## src/rtl/servant_sleep_pkg.sv

```systemverilog
// Shared types for the servant sleep/wake sequencer.
package servant_sleep_pkg;

    typedef enum logic [1:0] {
        RUN   = 2'd0,
        DRAIN = 2'd1,
        SLEEP = 2'd2,
        WAKE  = 2'd3
    } sleep_state_t;

    localparam int WAKE_CNT_W = 8;

endpackage

```

## src/rtl/servant_sat_counter.sv

```systemverilog
// Saturating up-counter with synchronous clear and count enable.
module servant_sat_counter
    import servant_sleep_pkg::*;
#(
    parameter int W = 32
) (
    input  logic         i_clk,
    input  logic         i_clr,
    input  logic         i_en,
    output logic [W-1:0] o_cnt
);

    logic [W-1:0] cnt_q;
    logic [W-1:0] cnt_d;

    always_comb begin
        cnt_d = cnt_q;
        if (i_clr) begin
            cnt_d = '0;
        end else if (i_en && (cnt_q != '1)) begin
            cnt_d = cnt_q + 1'b1;
        end
    end

    always_ff @(posedge i_clk) begin
        cnt_q <= cnt_d;
    end

    assign o_cnt = cnt_q;

endmodule

```

## src/rtl/servant_sleep_ctrl.sv

```systemverilog
// Sleep/wake sequencer driving the enable of the servant gated bus clock.
module servant_sleep_ctrl
    import servant_sleep_pkg::*;
#(
    parameter int N_IRQ      = 1,
    parameter int WAKE_DELAY = 4,
    parameter int CNT_W      = 32
) (
    input  logic             i_clk,
    input  logic             i_rst_n,
    input  logic             i_sleep_req,
    input  logic             i_wb_cyc,
    input  logic [N_IRQ-1:0] i_irq,
    input  logic [N_IRQ-1:0] i_irq_mask,
    output logic             o_clk_en,
    output logic             o_sleeping,
    output logic             o_wakeup,
    output logic [N_IRQ-1:0] o_wake_src,
    output logic [CNT_W-1:0] o_sleep_cycles
);

    localparam logic [WAKE_CNT_W-1:0] WAKE_LAST = WAKE_CNT_W'(WAKE_DELAY - 1);

    sleep_state_t          state_q, state_d;
    logic                  armed_q, armed_d;
    logic [WAKE_CNT_W-1:0] dcnt_q, dcnt_d;
    logic                  clk_en_q, clk_en_d;
    logic                  sleeping_q, sleeping_d;
    logic                  wakeup_q, wakeup_d;
    logic [N_IRQ-1:0]      wake_src_q, wake_src_d;
    logic                  pend;

    assign pend = |(i_irq & i_irq_mask);

    always_comb begin
        state_d    = state_q;
        armed_d    = armed_q;
        dcnt_d     = '0;
        wakeup_d   = 1'b0;
        wake_src_d = wake_src_q;
        unique case (state_q)
            RUN: begin
                if (!i_sleep_req) begin
                    armed_d = 1'b1;
                end else if (armed_q) begin
                    if (pend) begin
                        wakeup_d = 1'b1;
                    end else begin
                        state_d = DRAIN;
                    end
                end
            end
            DRAIN: begin
                // Abort wins over bus idle sampled on the same edge
                if (pend) begin
                    state_d  = RUN;
                    wakeup_d = 1'b1;
                end else if (!i_wb_cyc) begin
                    state_d = SLEEP;
                end
            end
            SLEEP: begin
                if (pend) begin
                    state_d    = WAKE;
                    wake_src_d = i_irq & i_irq_mask;
                end
            end
            WAKE: begin
                if (dcnt_q == WAKE_LAST) begin
                    state_d  = RUN;
                    wakeup_d = 1'b1;
                end else begin
                    dcnt_d = dcnt_q + 1'b1;
                end
            end
        endcase
        if (wakeup_d) begin
            armed_d = 1'b0;
        end
        sleeping_d = (state_d == SLEEP);
        clk_en_d   = ~sleeping_d;
    end

    always_ff @(posedge i_clk) begin
        if (!i_rst_n) begin
            state_q    <= RUN;
            armed_q    <= 1'b0;
            dcnt_q     <= '0;
            clk_en_q   <= 1'b1;
            sleeping_q <= 1'b0;
            wakeup_q   <= 1'b0;
            wake_src_q <= '0;
        end else begin
            state_q    <= state_d;
            armed_q    <= armed_d;
            dcnt_q     <= dcnt_d;
            clk_en_q   <= clk_en_d;
            sleeping_q <= sleeping_d;
            wakeup_q   <= wakeup_d;
            wake_src_q <= wake_src_d;
        end
    end

    servant_sat_counter #(
        .W(CNT_W)
    ) u_cnt (
        .i_clk (i_clk),
        .i_clr (~i_rst_n),
        .i_en  (state_q == SLEEP),
        .o_cnt (o_sleep_cycles)
    );

    assign o_clk_en   = clk_en_q;
    assign o_sleeping = sleeping_q;
    assign o_wakeup   = wakeup_q;
    assign o_wake_src = wake_src_q;

endmodule

```

## config.mk

```make
export PLATFORM = sky130hd
export DESIGN_NAME = servant_sleep_ctrl
export DESIGN_NICKNAME = d
export VERILOG_FILES = /design/src/rtl/servant_sleep_pkg.sv /design/src/rtl/servant_sat_counter.sv /design/src/rtl/servant_sleep_ctrl.sv
export SDC_FILE = /design/constraint.sdc
export NUM_CORES = 1
export LEC_CHECK = 0
export BUFFER_PORTS_ARGS = -buffer_cell sky130_fd_sc_hd__buf_2
export CORE_ASPECT_RATIO = 1.75
export CORE_MARGIN = 5
export CORE_UTILIZATION = 45
export CTS_CLUSTER_SIZE = 16
export DETAILED_ROUTE_END_ITERATION = 12
export PLACE_DENSITY = 0.67
export SETUP_SLACK_MARGIN = 0.3
export SYNTH_ARGS = -nofsm -noshare
export SYNTH_HDL_FRONTEND = slang
export SYNTH_SLANG_ARGS = --single-unit
```

## constraint.sdc

```tcl
create_clock -name i_clk -period 4.2 [get_ports i_clk]
set_input_delay 0.63 -clock i_clk [delete_from_list [all_inputs] [get_ports i_clk]]
set_output_delay 0.63 -clock i_clk [all_outputs]
set_load 0.05 [all_outputs]
```

==> impl_metrics.env, run 1 <==
export IMPL_post_route_min_period_ns=2.589
export IMPL_vias=2003
export IMPL_synth_mux_area_share_pct=0
export IMPL_hold_start="dcnt_q[0]$_SDFF_PP0_"
export IMPL_critPathLaunchType="register"
export IMPL_core_area_sq_um=4892
export IMPL_drive_gt1_share_pct=20.14
export IMPL_seqPwrFrac_pct=56.3
export IMPL_synth_async_reset_ratio_pct=0
export IMPL_critPathMaxFanout=27
export IMPL_fmax_mhz=386.2
export IMPL_antenna_found_initial=0
export IMPL_start_util_pct=45.73
export IMPL_dr_pass1_iters=4
export IMPL_fin_setup_tns_ns=0
export IMPL_avgSynthCellArea_sq_um=8.808
export IMPL_ys_seq_elements=47
export IMPL_cts_resized=0
export IMPL_synth_compound_area_share_pct=19.63
export IMPL_h_tree_depth=2
export IMPL_final_util_pct=52.20
export IMPL_clk_pin_slew_worst_paths_ns=0.08
export IMPL_r2r_slack_ns=1.61
export IMPL_overflow=0
export IMPL_synth_top_family_by_area="simple AND/OR/NAND/NOR gates"
export IMPL_die_w_um=63.30
export IMPL_use_met3_pct=3.568
export IMPL_internal_power_mw=0.6323
export IMPL_clk_latency_ns=0.30
export IMPL_nets=301
export IMPL_finalHoldViolations=0
export IMPL_cts_setup_buffers=0
export IMPL_grt_pass1_wl_um=8314
export IMPL_synthSimpleGateAreaFrac_pct=28.30
export IMPL_hpwl_um=3519
export IMPL_yosys_area_top_type="dfxtp_1"
export IMPL_total_power_mw=0.8029
export IMPL_grtUsageTotal_pct=15.52
export IMPL_synth_adder_area_share_pct=1.119
export IMPL_synth_xor_area_share_pct=5.089
export IMPL_worst_slew_pin_slew_ns=1.183
export IMPL_powerDensity_nw_per_um2=314.4
export IMPL_grt_pass1_vias=1802
export IMPL_drc=0
export IMPL_crit_type="reg -> reg"
export IMPL_cts_tree="built"
export IMPL_met1_usage_pct=18.46
export IMPL_portBuffers=41
export IMPL_holdCritPathClass="reg -> reg"
export IMPL_syn_num_nets=262
export IMPL_skew_ns=0.01137
export IMPL_worstHoldEndpoint="dcnt_q[0]$_SDFF_PP0_"
export IMPL_switching_share_pct=21.25
export IMPL_ir_drop_mv=0.2678
export IMPL_antenna_left=0
export IMPL_grt_setup_unrepaired="no"
export IMPL_worst_setup_path_end_kind="register"
export IMPL_yosys_top_cells_area="dfxtp_1 42%, nand3_1 4.0%, or3_1 3.9%, a21oi_1 3.8%, nor2_1 3.4%"
export IMPL_gp_congestion=0.7720
export IMPL_final_setup_worst_slack_ns=1.611
export IMPL_wl_per_cell_um=14.18
export IMPL_ys_seq_area_share_pct=42.06
export IMPL_grtUsageMet2_pct=27.43
export IMPL_combPwrFrac_pct=3.8
export IMPL_routed_wirelength_um=4921
export IMPL_pwr_share_clk_pct=39.9
export IMPL_yosysTopAreaCellShare_pct=42.06
export IMPL_status="finished clean"
export IMPL_clockBufferDepth=2
export IMPL_diodes=0
export IMPL_cts_root_buf="clkbuf_8"
export IMPL_final_cells=347
export IMPL_area_delta_synth_final_pct=14.15
export IMPL_postSynthCellCount=254
export IMPL_post_route_period_util_pct=61.65
export IMPL_post_place_ws_ns=1.645
export IMPL_p_leak_nw=0.9392
export IMPL_ios=42
export IMPL_setup_violations=0
export IMPL_min_path_cells=1
export IMPL_multi_input_area_sq_um=1211
export IMPL_relSlewSlack_pct=21.05
export IMPL_worstPathArrival_ns=2.72
export IMPL_seq_area_sq_um=940.9
export IMPL_reg2reg_from="u_cnt.o_cnt[0]$_SDFFE_PN0P_"
export IMPL_yosys_cell_types_count=42
export IMPL_core_rowCount=34
export IMPL_r2r_end="u_cnt.o_cnt[10]$_SDFFE_PN0P_"
export IMPL_clock_sinks=47
export IMPL_reg2reg_depth=6
export IMPL_cts_buffers=5
export IMPL_viasPerCell=5.772
export IMPL_cts_hold_buf=0
export IMPL_p_sw_mw=0.1706
export IMPL_dr_first_iter_drc_count=124
export IMPL_globalRoute_busiestLayer="met2"
export IMPL_place_inst=340
export IMPL_synth_edf_count=0
export IMPL_ys_flop_type="dfxtp_1"
export IMPL_dieArea_sq_um=6537
export IMPL_fillers=437
export IMPL_grt_max_degree=34
export IMPL_syn_area_sq_um=2237
export IMPL_yosysWarnings=0
export IMPL_cp_required_ns=4.33
export IMPL_die_y_um=103.3
export IMPL_max_cap_viol_count=0
export IMPL_slew_violations=0
flip-flops by register name, indices dropped and copies added (netlist names):
register,count
o_wake_src,1
o_sleeping,1
o_clk_en,1
state_q,2
o_wakeup,1
u_cnt.o_cnt,32
armed_q,1
dcnt_q,8
per-layer routing:
layer,up-vias,wire (um)
met3,5,238
met1,931,2117
met4,0,64
met5,-,0
li1,1029,-
met2,38,2501
through the flow:
stage	hold slack [ns]	cell area [sq um]
after floorplan	0.4261	2237
after global placement	0.4410	2451
after detailed placement	0.4552	2451
after CTS	0.4748	2554
after global routing	0.5071	2554
final	0.4817	2554
power by group through the flow:
stage | logic (mW) | clock network [mW] | registers (mW)
CTS | 0.0307 | 0.331 | 0.452
global placement | 0.0307 | 0 | 0.463
global route | 0.0332 | 0.352 | 0.453
detailed placement | 0.0307 | 0 | 0.463
floorplan | 0.0209 | 0 | 0.466
finish | 0.0305 | 0.320 | 0.452
layout by cell type, fill, tap and decap left out, drive strengths merged, types with 6 or more instances in the layout:
| cell | count |
|---|---|
| dfxtp | 47 |
| buf | 41 |
| a21oi | 24 |
| nor2 | 20 |
| nand3 | 18 |
| o21ai | 17 |
| nand2 | 14 |
| or3 | 14 |
| nand4 | 11 |
| o31ai | 9 |
| or4 | 9 |
| xnor2 | 7 |
| inv | 7 |
| and4 | 7 |
| and3 | 7 |
| xor2 | 6 |
| clkbuf | 6 |
cell families after synthesis:
| family | Yosys count |
|---|---|
| compound gates | 64 |
| xor+xnor | 13 |
| fa+ha+maj | 2 |
| buf+inv | 16 |
| flops | 47 |
| simple gates | 112 |
Yosys cell counts (2+ instances only):
master and number:
a2111oi_0 2, a21oi_1 17, a21oi_2 7, a31oi_1 3
and2_1 2, and3_1 7, and4_1 7, buf_2 2
clkbuf_1 4, dfxtp_1 47, ha_1 2, inv_1 7
nand2_1 14, nand3_1 18, nand4_1 10, nor2_1 20
nor3_1 3, o2111ai_1 2, o21a_1 2, o21ai_0 6
o21ai_1 11, o31ai_1 9, or3_1 14, or4_1 9
xnor2_1 7, xor2_1 6
worst max-delay path: stages (launching register included):
cell	delay, ns
dfxtp_1	0.41
ha_1	0.21
and3_1	0.25
nand4_1	0.22
o41ai_4	1.04
or3_1	0.24
a21oi_2	0.05
area by class of cell:
cell class | instances | share of cell area (%)
Clock inverter | 1 | 1.176
Inverter | 7 | 1.029
Clock buffer | 6 | 2.842
Timing Repair Buffer | 41 | 8.035
Tap cell | 54 | 2.646
Multi-Input combinational cell | 191 | 47.43
Sequential cell | 47 | 36.84
how the worst max path moves through the flow:
stage	start	to	slack (ns)	cells after the start
finish	u_cnt.o_cnt[0]$_SDFFE_PN0P_	u_cnt.o_cnt[10]$_SDFFE_PN0P_	1.61	6
floorplan	u_cnt.o_cnt[0]$_SDFFE_PN0P_	u_cnt.o_cnt[0]$_SDFFE_PN0P_	1.79	8
global route	u_cnt.o_cnt[0]$_SDFFE_PN0P_	u_cnt.o_cnt[4]$_SDFFE_PN0P_	1.34	6
global placement	u_cnt.o_cnt[0]$_SDFFE_PN0P_	u_cnt.o_cnt[10]$_SDFFE_PN0P_	1.71	6
CTS	u_cnt.o_cnt[0]$_SDFFE_PN0P_	u_cnt.o_cnt[4]$_SDFFE_PN0P_	1.59	6
detailed placement	u_cnt.o_cnt[0]$_SDFFE_PN0P_	u_cnt.o_cnt[9]$_SDFFE_PN0P_	1.64	6
Power figures use the tool's default switching activity.
==> inputs of run 2 (changes only) <==
clock period = 2.6 ns   (was 4.2 ns; I/O delays follow)
==> run 2 against run 1 <==
Register-to-register slack got worse by 1.1 ns. Critical path depth did not move. Combinational power rose by 68%. First-iteration DRC count fell by 35%. Die area did not move. Sequential cell count did not move. Sequential share of layout area fell by 0.32 points. Maximum frequency rose by 21%.
==> impl_metrics.env, run 2 (same netlist as run 1, synthesis figures left out) <==
export IMPL_critPathLaunchType="register"
export IMPL_setup_violations=0
export IMPL_skew_ns=0.008907
export IMPL_fillers=482
export IMPL_max_cap_viol_count=0
export IMPL_hpwl_um=3789
export IMPL_cts_setup_buffers=0
export IMPL_post_route_period_util_pct=82.15
export IMPL_clock_sinks=47
export IMPL_grt_setup_unrepaired="no"
export IMPL_nets=303
export IMPL_worstHoldEndpoint="o_wake_src$_SDFFE_PN0P_"
export IMPL_cts_buffers=5
export IMPL_portBuffers=41
export IMPL_core_rowCount=34
export IMPL_crit_path_cell_trace="ha_1 > and3_1 > and4_1 > a31o_2 > or4_1 > a21oi_1"
export IMPL_crit_family="simple AND/OR/NAND/NOR gates"
export IMPL_total_power_mw=1.339
export IMPL_ios=42
export IMPL_final_util_pct=52.94
export IMPL_relSlewSlack_pct=67.37
export IMPL_hold_start="i_irq_mask"
export IMPL_overflow=0
export IMPL_ir_drop_mv=0.3274
export IMPL_critPathMaxFanout=16
export IMPL_grt_pass1_vias=1997
export IMPL_cp_required_ns=2.83
export IMPL_core_area_sq_um=4892
export IMPL_dieArea_sq_um=6537
export IMPL_wl_per_cell_um=14.54
export IMPL_drive_gt1_share_pct=22.97
export IMPL_worst_slew_pin_slew_ns=0.4771
export IMPL_antenna_left=0
export IMPL_viasPerCell=5.920
export IMPL_powerDensity_nw_per_um2=516.9
export IMPL_gp_congestion=0.7712
export IMPL_reg2reg_depth=6
export IMPL_fin_setup_tns_ns=0
export IMPL_post_route_min_period_ns=2.136
export IMPL_min_path_cells=3
export IMPL_fmax_mhz=468.2
export IMPL_antenna_found_initial=0
export IMPL_grt_max_degree=28
export IMPL_critPathSlowestCell="or4_1"
export IMPL_slew_violations=0
export IMPL_cts_tree="built"
export IMPL_p_leak_nw=0.9605
export IMPL_crit_buf_inv=0
export IMPL_mostFrequentLayoutCell="dfxtp_1"
export IMPL_grt_pass1_wl_um=8997
export IMPL_crit_type="reg -> reg"
export IMPL_h_tree_depth=2
export IMPL_routed_wirelength_um=5088
export IMPL_clk_latency_ns=0.30
export IMPL_area_delta_synth_final_pct=15.77
export IMPL_slowest_delay_ns=0.49
export IMPL_die_y_um=103.3
export IMPL_dr_pass1_iters=4
export IMPL_cts_resized=0
export IMPL_worstPathArrival_ns=2.37
export IMPL_die_w_um=63.30
export IMPL_worst_setup_path_end_kind="register"
export IMPL_vias=2072
export IMPL_cts_root_buf="clkbuf_8"
export IMPL_grtUsageTotal_pct=16.85
export IMPL_dr_first_iter_drc_count=80
export IMPL_clk_pin_slew_worst_paths_ns=0.09
export IMPL_reg2reg_from="u_cnt.o_cnt[0]$_SDFFE_PN0P_"
export IMPL_status="finished clean"
export IMPL_r2r_slack_ns=0.46
export IMPL_clockBufferDepth=2
export IMPL_start_util_pct=45.73
export IMPL_diodes=0
export IMPL_largest_reg_flops=32
export IMPL_final_cell_mix="43 x dfxtp_1, 41 x buf_2, 20 x nor2_1, 18 x nand3_1, 17 x a21oi_1"
export IMPL_drc=0
export IMPL_cts_hold_buf=0
export IMPL_holdCritPathClass="in -> reg"
export IMPL_r2r_end="u_cnt.o_cnt[23]$_SDFFE_PN0P_"
export IMPL_finalHoldViolations=0
## run 2: worst max path at each step
stage / cells past startpoint / end / from
2_1_floorplan: 8 / u_cnt.o_cnt[0]$_SDFFE_PN0P_ / u_cnt.o_cnt[4]$_SDFFE_PN0P_
3_5_place_dp: 6 / u_cnt.o_cnt[23]$_SDFFE_PN0P_ / u_cnt.o_cnt[0]$_SDFFE_PN0P_
6_report: 6 / u_cnt.o_cnt[23]$_SDFFE_PN0P_ / u_cnt.o_cnt[0]$_SDFFE_PN0P_
5_1_grt: 5 / u_cnt.o_cnt[22]$_SDFFE_PN0P_ / state_q[1]$_SDFF_PN0_
4_1_cts: 6 / u_cnt.o_cnt[23]$_SDFFE_PN0P_ / u_cnt.o_cnt[0]$_SDFFE_PN0P_
3_3_place_gp: 6 / u_cnt.o_cnt[23]$_SDFFE_PN0P_ / u_cnt.o_cnt[0]$_SDFFE_PN0P_
## run 2: area by class of cell
type	count	area (sq um)	share of cell area, %
multi-input combinational	191	1212	46.81
sequential	47	945.9	36.52
timing repair buffer	43	220.2	8.502
clock buffer	6	82.58	3.188
tap	54	67.56	2.609
clock inverter	2	35.03	1.353
inverter	7	26.28	1.014
## run 2: stage by stage
| step | cells | hold slack [ns] | worst slack (ns) | cell area (sq um) |
|---|---|---|---|---|
| floorplan | 254 | 0.4261 | 0.3006 | 2242 |
| global placement | 342 | 0.4405 | 0.4768 | 2471 |
| detailed placement | 342 | 0.4684 | 0.4236 | 2471 |
| CTS | 350 | 0.3460 | 0.4048 | 2589 |
| global route | 350 | 0.4002 | 0.3133 | 2590 |
| finish | 350 | 0.3530 | 0.4641 | 2590 |
## run 2: metal layers
layer	share of wire, %	track usage [%]
met5	0	0
met4	3.0	8.640
met3	5.4	4.216
met2	54	31.46
met1	38	17.19
## run 2: power by group
| group | internal (mW) | switching (mW) |
|---|---|---|
| clock network | 0.311 | 0.245 |
| logic | 0.0161 | 0.0352 |
| registers | 0.725 | 0.00595 |
## run 2: tightest hold or removal path, cell delays in order
cell and delay (ns):
buf_2 0.10, a31oi_1 0.07, nor2_1 0.07
